`config.mk`:
```
export PLATFORM = sky130hd
export DESIGN_NAME = regfile_mp
export DESIGN_NICKNAME = d
export VERILOG_FILES = /design/src/rtl/regfile_mp.sv
export SDC_FILE = /design/constraint.sdc
export NUM_CORES = 2
export LEC_CHECK = 0
export BUFFER_PORTS_ARGS = -buffer_cell sky130_fd_sc_hd__buf_2
export CAP_MARGIN = 20
export CORE_MARGIN = 4
export CORE_UTILIZATION = 30
export DETAILED_ROUTE_END_ITERATION = 10
export HOLD_SLACK_MARGIN = 0.06
export PLACE_DENSITY = 0.44
export SYNTH_ARGS = -nofsm -noshare
export SYNTH_HDL_FRONTEND = slang
export SYNTH_SLANG_ARGS = --single-unit
```
`constraint.sdc`:
```
create_clock -name clk -period 11.7 [get_ports clk]
set_clock_uncertainty 0.1 [all_clocks]
set_input_delay 0.585 -clock clk [delete_from_list [all_inputs] [get_ports clk]]
set_output_delay 0.585 -clock clk [all_outputs]
set_load 0.02 [all_outputs]
```
`src/rtl/regfile_mp.sv`:
```
// Multi-port RISC-V integer register file: NRD async read ports, two sync write ports, sweep-cleared array.
// Optional same-cycle write-to-read forwarding is enabled by defining RF_BYPASS_EN.
`timescale 1ns/1ps
module regfile_mp #(
  parameter int unsigned XLEN  = 32,
  parameter int unsigned NREGS = 32,
  parameter int unsigned NRD   = 2
) (
  input  logic                  clk,
  input  logic                  rst_n,
  input  logic                  clr_req,
  output logic                  ready,
  input  logic                  we0,
  input  logic [$clog2(NREGS)-1:0] wrAddr0,
  input  logic [XLEN-1:0]       wrData0,
  input  logic                  we1,
  input  logic [$clog2(NREGS)-1:0] wrAddr1,
  input  logic [XLEN-1:0]       wrData1,
  input  logic [NRD*$clog2(NREGS)-1:0] rdAddr,
  output logic [NRD*XLEN-1:0]   rdData
);

  localparam int unsigned AW = $clog2(NREGS);
  localparam logic [AW-1:0] LAST_IDX = AW'(NREGS - 1);

  typedef enum logic {CLEAR = 1'b0, RUN = 1'b1} state_t;

  state_t        state, stateNext;
  logic [AW-1:0] clrIdx, clrIdxNext;
  logic          readyNext;
  logic          sweepWe;
  logic          commit;
  logic          wrEn0, wrEn1;

  logic [XLEN-1:0] mem [NREGS];

  // State register; reset restarts the sweep at x1 and leaves the array alone
  always_ff @(posedge clk) begin
    if (!rst_n) begin
      state  <= CLEAR;
      clrIdx <= AW'(1);
      ready  <= 1'b0;
    end else begin
      state  <= stateNext;
      clrIdx <= clrIdxNext;
      ready  <= readyNext;
    end
  end

  // Next-state logic
  always_comb begin
    stateNext = state;
    case (state)
      CLEAR:   if (clrIdx == LAST_IDX) stateNext = RUN;
      RUN:     if (clr_req) stateNext = CLEAR;
      default: stateNext = CLEAR;
    endcase
  end

  // Output logic: sweep write strobe, counter update, ready, write qualification
  always_comb begin
    clrIdxNext = clrIdx;
    readyNext  = ready;
    sweepWe    = 1'b0;
    commit     = 1'b0;
    case (state)
      CLEAR: begin
        sweepWe    = 1'b1;
        clrIdxNext = clrIdx + AW'(1);
        readyNext  = (clrIdx == LAST_IDX);
      end
      RUN: begin
        if (clr_req) begin
          clrIdxNext = AW'(1);
          readyNext  = 1'b0;
        end else begin
          commit = ready;
        end
      end
      default: ;
    endcase
  end

  assign wrEn0 = commit && we0 && (wrAddr0 != '0);
  assign wrEn1 = commit && we1 && (wrAddr1 != '0);

  // Array update; port 1 is written last so it wins an address collision
  always_ff @(posedge clk) begin
    if (rst_n) begin
      if (sweepWe) begin
        mem[clrIdx] <= '0;
      end else begin
        if (wrEn0) mem[wrAddr0] <= wrData0;
        if (wrEn1) mem[wrAddr1] <= wrData1;
      end
    end
  end

  for (genvar k = 0; k < int'(NRD); k++) begin : gRd
    logic [AW-1:0]   addrK;
    logic [XLEN-1:0] wordK;

    assign addrK = rdAddr[k*AW +: AW];

    // x0 and the not-ready window both read as zero
    always_comb begin
      wordK = '0;
      if (ready && (addrK != '0)) begin
        wordK = mem[addrK];
`ifdef RF_BYPASS_EN
        if (wrEn1 && (wrAddr1 == addrK)) begin
          wordK = wrData1;
        end else if (wrEn0 && (wrAddr0 == addrK)) begin
          wordK = wrData0;
        end
`endif
      end
    end

    assign rdData[k*XLEN +: XLEN] = wordK;
  end

endmodule

```
# After elaboration in Yosys (flattened, before gate mapping)
# Memory sizes are Yosys's and may differ from the RTL's.
# Index checks and enable logic that the tools add are counted.
# W data, S select, Z words.
[op_classes]
bitwise = 1
eq_ne = 2
addsub = 1
reduce_logical = 11
mux = 24
[op_table]
columns = ["cell", "count"]
rows = [
  ["$mux W32", 3],
  ["$reduce_or A32 Y1", 1],
  ["$reduce_bool A5 Y1", 4],
  ["$mux W1", 16],
  ["$mux W5", 2],
  ["$pmux W5 S2", 1],
  ["$logic_and A1 B1 Y1", 6],
  ["$add A5 B1 Y5 const B", 1],
  ["$eq A5 B5 Y1 const B", 1],
  ["$pmux W1 S2", 2],
  ["$ne A2 B2 Y1 const B", 1],
  ["$not A1 Y1", 1],
]
[word_totals]
word_cells = 43
regBits = 7
ram_bits = 1024
n_memories = 1
[memory_table]
columns = ["name", "depth", "width", "read_ports", "rd_ports_with_merged_regs", "write_ports", "line", "rtl"]
rows = [
  ["mem", 32, 32, 2, 0, 2, "35", "logic [XLEN-1:0] mem [NREGS];"],
]

# Longest topological paths before layout
[logic_depth]
ltp_word = 10
mapped_depth = 9
ltp_nobuf = 6

# Worst setup path before layout
# Ideal clock, no wire load.
[synth_timing]
path_type = "input-to-reg"
from = "in rst_n"
to = "mem mem[2][0] (enable)"
arrival_time_ps = 4136
required_ps = 11134
slack_ps = 6999
path_stages = 7
cell_sequence = "buf_4 and4b_1 buf_4 o311a_1 buf_2 mux2_2 o21ai_0"
[synth_rtl]
columns = ["item", "line", "rtl"]
rows = [
  ["start: declaration", "10", "input logic rst_n,"],
  ["end: declaration", "35", ""],
]

# Final worst setup path
[layout_timing]
from = "in rdAddr[2]"
to = "out rdData[21]"
[layout_via]
elab_chain_cells = 3
[layout_lines]
columns = ["item", "line", "rtl"]
rows = [
  ["start: declaration", "19", "input logic [NRD*$clog2(NREGS)-1:0] rdAddr,"],
  ["branches (longest 2 deep; another with $mem_v2 Z32 W32)", "-", ""],
  ["$mux W32 *", "108", "if (ready && (addrK != '0)) begin"],
  ["end: declaration", "20", "output logic [NRD*XLEN-1:0] rdData"],
]
# Mark *: on every way between the ends.

==> impl_metrics.csv <==
group,metric,value,unit
detailed_routing,num_vias,41800,
pwr,switching_power,2.12,mW
sta,fin_tns_setup,0,ps
sta,hold_violations,0,
floorplan,start_util,30.2,%
clock_network,cts_buffer_depth,3,
detailed_routing,route.detailed.drc,0,
place,post-place-ws,5900,ps
run,maxCapViolations,0,
global_route,grt_pass1_wl,373000,um
setup_path,cp-end-kind,"output port",
clock_network,cts_tree,"done",
floorplan,die_h,460,um
yosys,ys.flop_type,"edfxtp_1",
yosys,synth_top_cell_by_area,"edfxtp_1",
sta,max_freq,171,MHz
detailed_routing,vias_per_cell,6.02,
place,placed_area,0.0649,sq mm
sta,finalCritPeriodShare,49.9,%
cells_and_area,fin_area,0.0697,sq mm
pwr,clkPwrFrac,46.7,%
yosys,synth_cells,4263,
pwr,p_seq_share,46.9,%
pwr,cellPowerDensity,124,mW/mm^2
sta,fin_hold_ws,223,ps
run_status,status,"completed",
sta,relSlewSlack,17.6,%
yosys,yosys.area.top_type_share,50.2,%
yosys,synth_area_leaders,"edfxtp_1 (50%), mux2_2 (21%), mux4_2 (9.3%)",
place,post-dp-hpwl,147000,um
cells_and_area,n_fill_cell,19600,
place,io_buffers,153,
sta,fin_crit,5840,ps
pwr,peakVddDrop,0.149,mV
floorplan,core_area,0.203,sq mm
yosys,synth-seq-cells,1031,
cells_and_area,layout.nets,4256,
sta,fin_ws,5860,ps
floorplan,boundaryPins,154,
pwr,p_leak,23.1,nW
clock_network,cts_sinks,1031,
clock_network,clkLatencyLatePin,790,ps
yosys,synth_edf_count,1024,
pwr,p_int,6.53,mW
cells_and_area,finish.utilization,34.4,%
pwr,p_sw_share,24.5,%
cells_and_area,synthToLayoutAreaGrowth,13.6,%
floorplan,rows,165,
sta,setup_viol,0,
place,place_congestion,0.789,
detailed_routing,wl_per_cell,40.1,um
yosys,syn_nets,4354,
sta,worst_slew_pin_slew,1240,ps
yosys,netlist_area,0.0613,sq mm
detailed_routing,ant_nets,0,
clock_network,numCtsBuffers,131,
yosys,avgSynthCellArea,14.4,sq um
floorplan,die_x,460,um
global_route,grt_overflow_total,0,
yosys,async_reset_ff_share,0,%
setup_path,critPathMaxFanout,50,
clock_network,clock-root-buffer,"clkbuf_16",
global_route,grt_max_degree,76,
setup_path,start_kind,"primary input",
setup_path,critPathKind,"primary input to output port",
setup_path,critPathRequiredTime,11020,ps
cells_and_area,layout-drive-gt1-share,46.7,%
detailed_routing,wl,278000,um
sta,grt_setup_unrepaired,"false",
clock_network,cts_resized,0,
min_path,hold_class,"primary input to flip-flop",
detailed_routing,drt_iter0_markers,5054,
global_route,antenna_found_initial,19,
setup_path,worst_ep_arrival_time,5160,ps
global_route,grt_pass1_vias,41600,
yosys,yosysWarnings,0,
clock_network,cts.clk_slew.worst_paths,50,ps
detailed_routing,first_pass_iters,5,
floorplan,dieArea,0.212,sq mm
clock_network,htreeDepth,4,
yosys,synth_sequential_area_ratio,50.4,%
global_route,track_usage,25.8,%
pwr,comb_power_share,6.4,%
sta,drv_slew,0,
setup_path,reg2reg_setup_slack,6660,ps
yosys,synth_cell_types,54,
[power groups by stage]
stage	registers, mW	clock network [mW]	logic, mW
2_1_floorplan	4.12	0	0.322
3_3_place_gp	4.13	0	0.549
3_5_place_dp	4.13	0	0.551
4_1_cts	4.05	4.12	0.552
5_1_grt	4.05	4.27	0.572
6_report	4.05	4.04	0.557
[cell usage in the layout, fill, tap and decap left out, types with 33 or more instances in the layout]
cell / synthesis / routed
mux2_2: 1158 / 1158
edfxtp_1: 1024 / 1024
mux2i_1: 264 / 264
mux4_2: 252 / 252
a22oi_1: 162 / 162
buf_2: 141 / 147
clkbuf_16: 0 / 141
buf_4: 24 / 120
nand3_1: 98 / 98
nand2_1: 85 / 75
nor2b_1: 77 / 72
nand4_1: 68 / 68
o22ai_1: 80 / 67
a211oi_1: 65 / 65
o21ai_0: 74 / 65
and2_1: 40 / 36
o31a_1: 34 / 34
or3_1: 33 / 33
[critical path: stages]
cell and delay [ps]:
buf_8 440, buf_4 760, buf_4 800, and2_2 580, buf_4 730, a22oi_1 200
nand3_1 140, nand4_1 440, buf_2 340
[kinds of logic (layout without fill, tap and decap cells)]
group / count (synthesis) / count (layout) / share of synthesized area, %
other: 0 / 10 / 0
AOI/OAI and AO/OA: 498 / 498 / 5.73
muxes: 1705 / 1705 / 35.4
buffers and inverters: 541 / 541 / 3.90
and+or+nand+nor: 486 / 486 / 4.53
adders and majority gates: 2 / 2 / 0.0408
DFF: 1031 / 1031 / 50.4
[cell type report]
cell class | count | area, sq um | share of cell area [%]
sequential | 1031 | 30900 | 44.3
multi-input combinational | 2691 | 28800 | 41.3
clock buffer | 167 | 3540 | 5.08
tap | 2672 | 3340 | 4.80
timing repair buffer | 304 | 2460 | 3.53
clock inverter | 64 | 577 | 0.828
antenna | 10 | 25.0 | 0.0359
inverter | 6 | 22.5 | 0.0323
[Yosys cell counts (all sizes together), types with 2 or more instances]
cell,number
mux2,1189
edfxtp,1024
clkbuf,320
mux2i,264
mux4,252
buf,215
a22oi,162
nand3,99
nand2,85
o22ai,80
nor2b,77
o21ai,74
nand4,68
a211oi,65
and2,40
o31a,34
or3,33
a22o,32
a31oi,32
nor2,27
nor3,13
nand2b,12
o21bai,10
dfxtp,7
inv,6
and3,5
nor4,5
or4,5
and4b,4
nor3b,4
nor4bb,3
a21boi,2
and3b,2
ha,2
or2,2
[what timing repair did]
action	CTS	global route
buffers inserted	0	0
hold buffers	2	0
endpoints found under the hold margin	7	0
[stage by stage]
step	cells	power, mW
6_report	6945	8.65
5_1_grt	6937	8.89
4_1_cts	6914	8.73
3_5_place_dp	6681	4.68
3_3_place_gp	6673	4.68
2_1_floorplan	4263	4.45
[per-layer routing]
layer	share of wire, %	wire, um	global-route usage [%]
met5	0.0086	24	0
met4	5.2	14500	11.8
met3	6.7	18700	3.77
met2	47	131000	42.0
met1	41	114000	33.9
[registers in the layout, indices dropped and copies added (netlist names)]
register / flops
ready: 1
clrIdx: 5
mem: 1024
state: 1
[worst paths after layout]
path,start,endpoint,cells after the start
setup / recovery,rdAddr[2],rdData[21],9
hold / removal,wrData0[6],mem[25][6],3
setup reg to reg,ready,mem[16][13],6
hold reg to reg,clrIdx[0],clrIdx[0],2
Note: power is estimated with default switching activity, not from simulation.
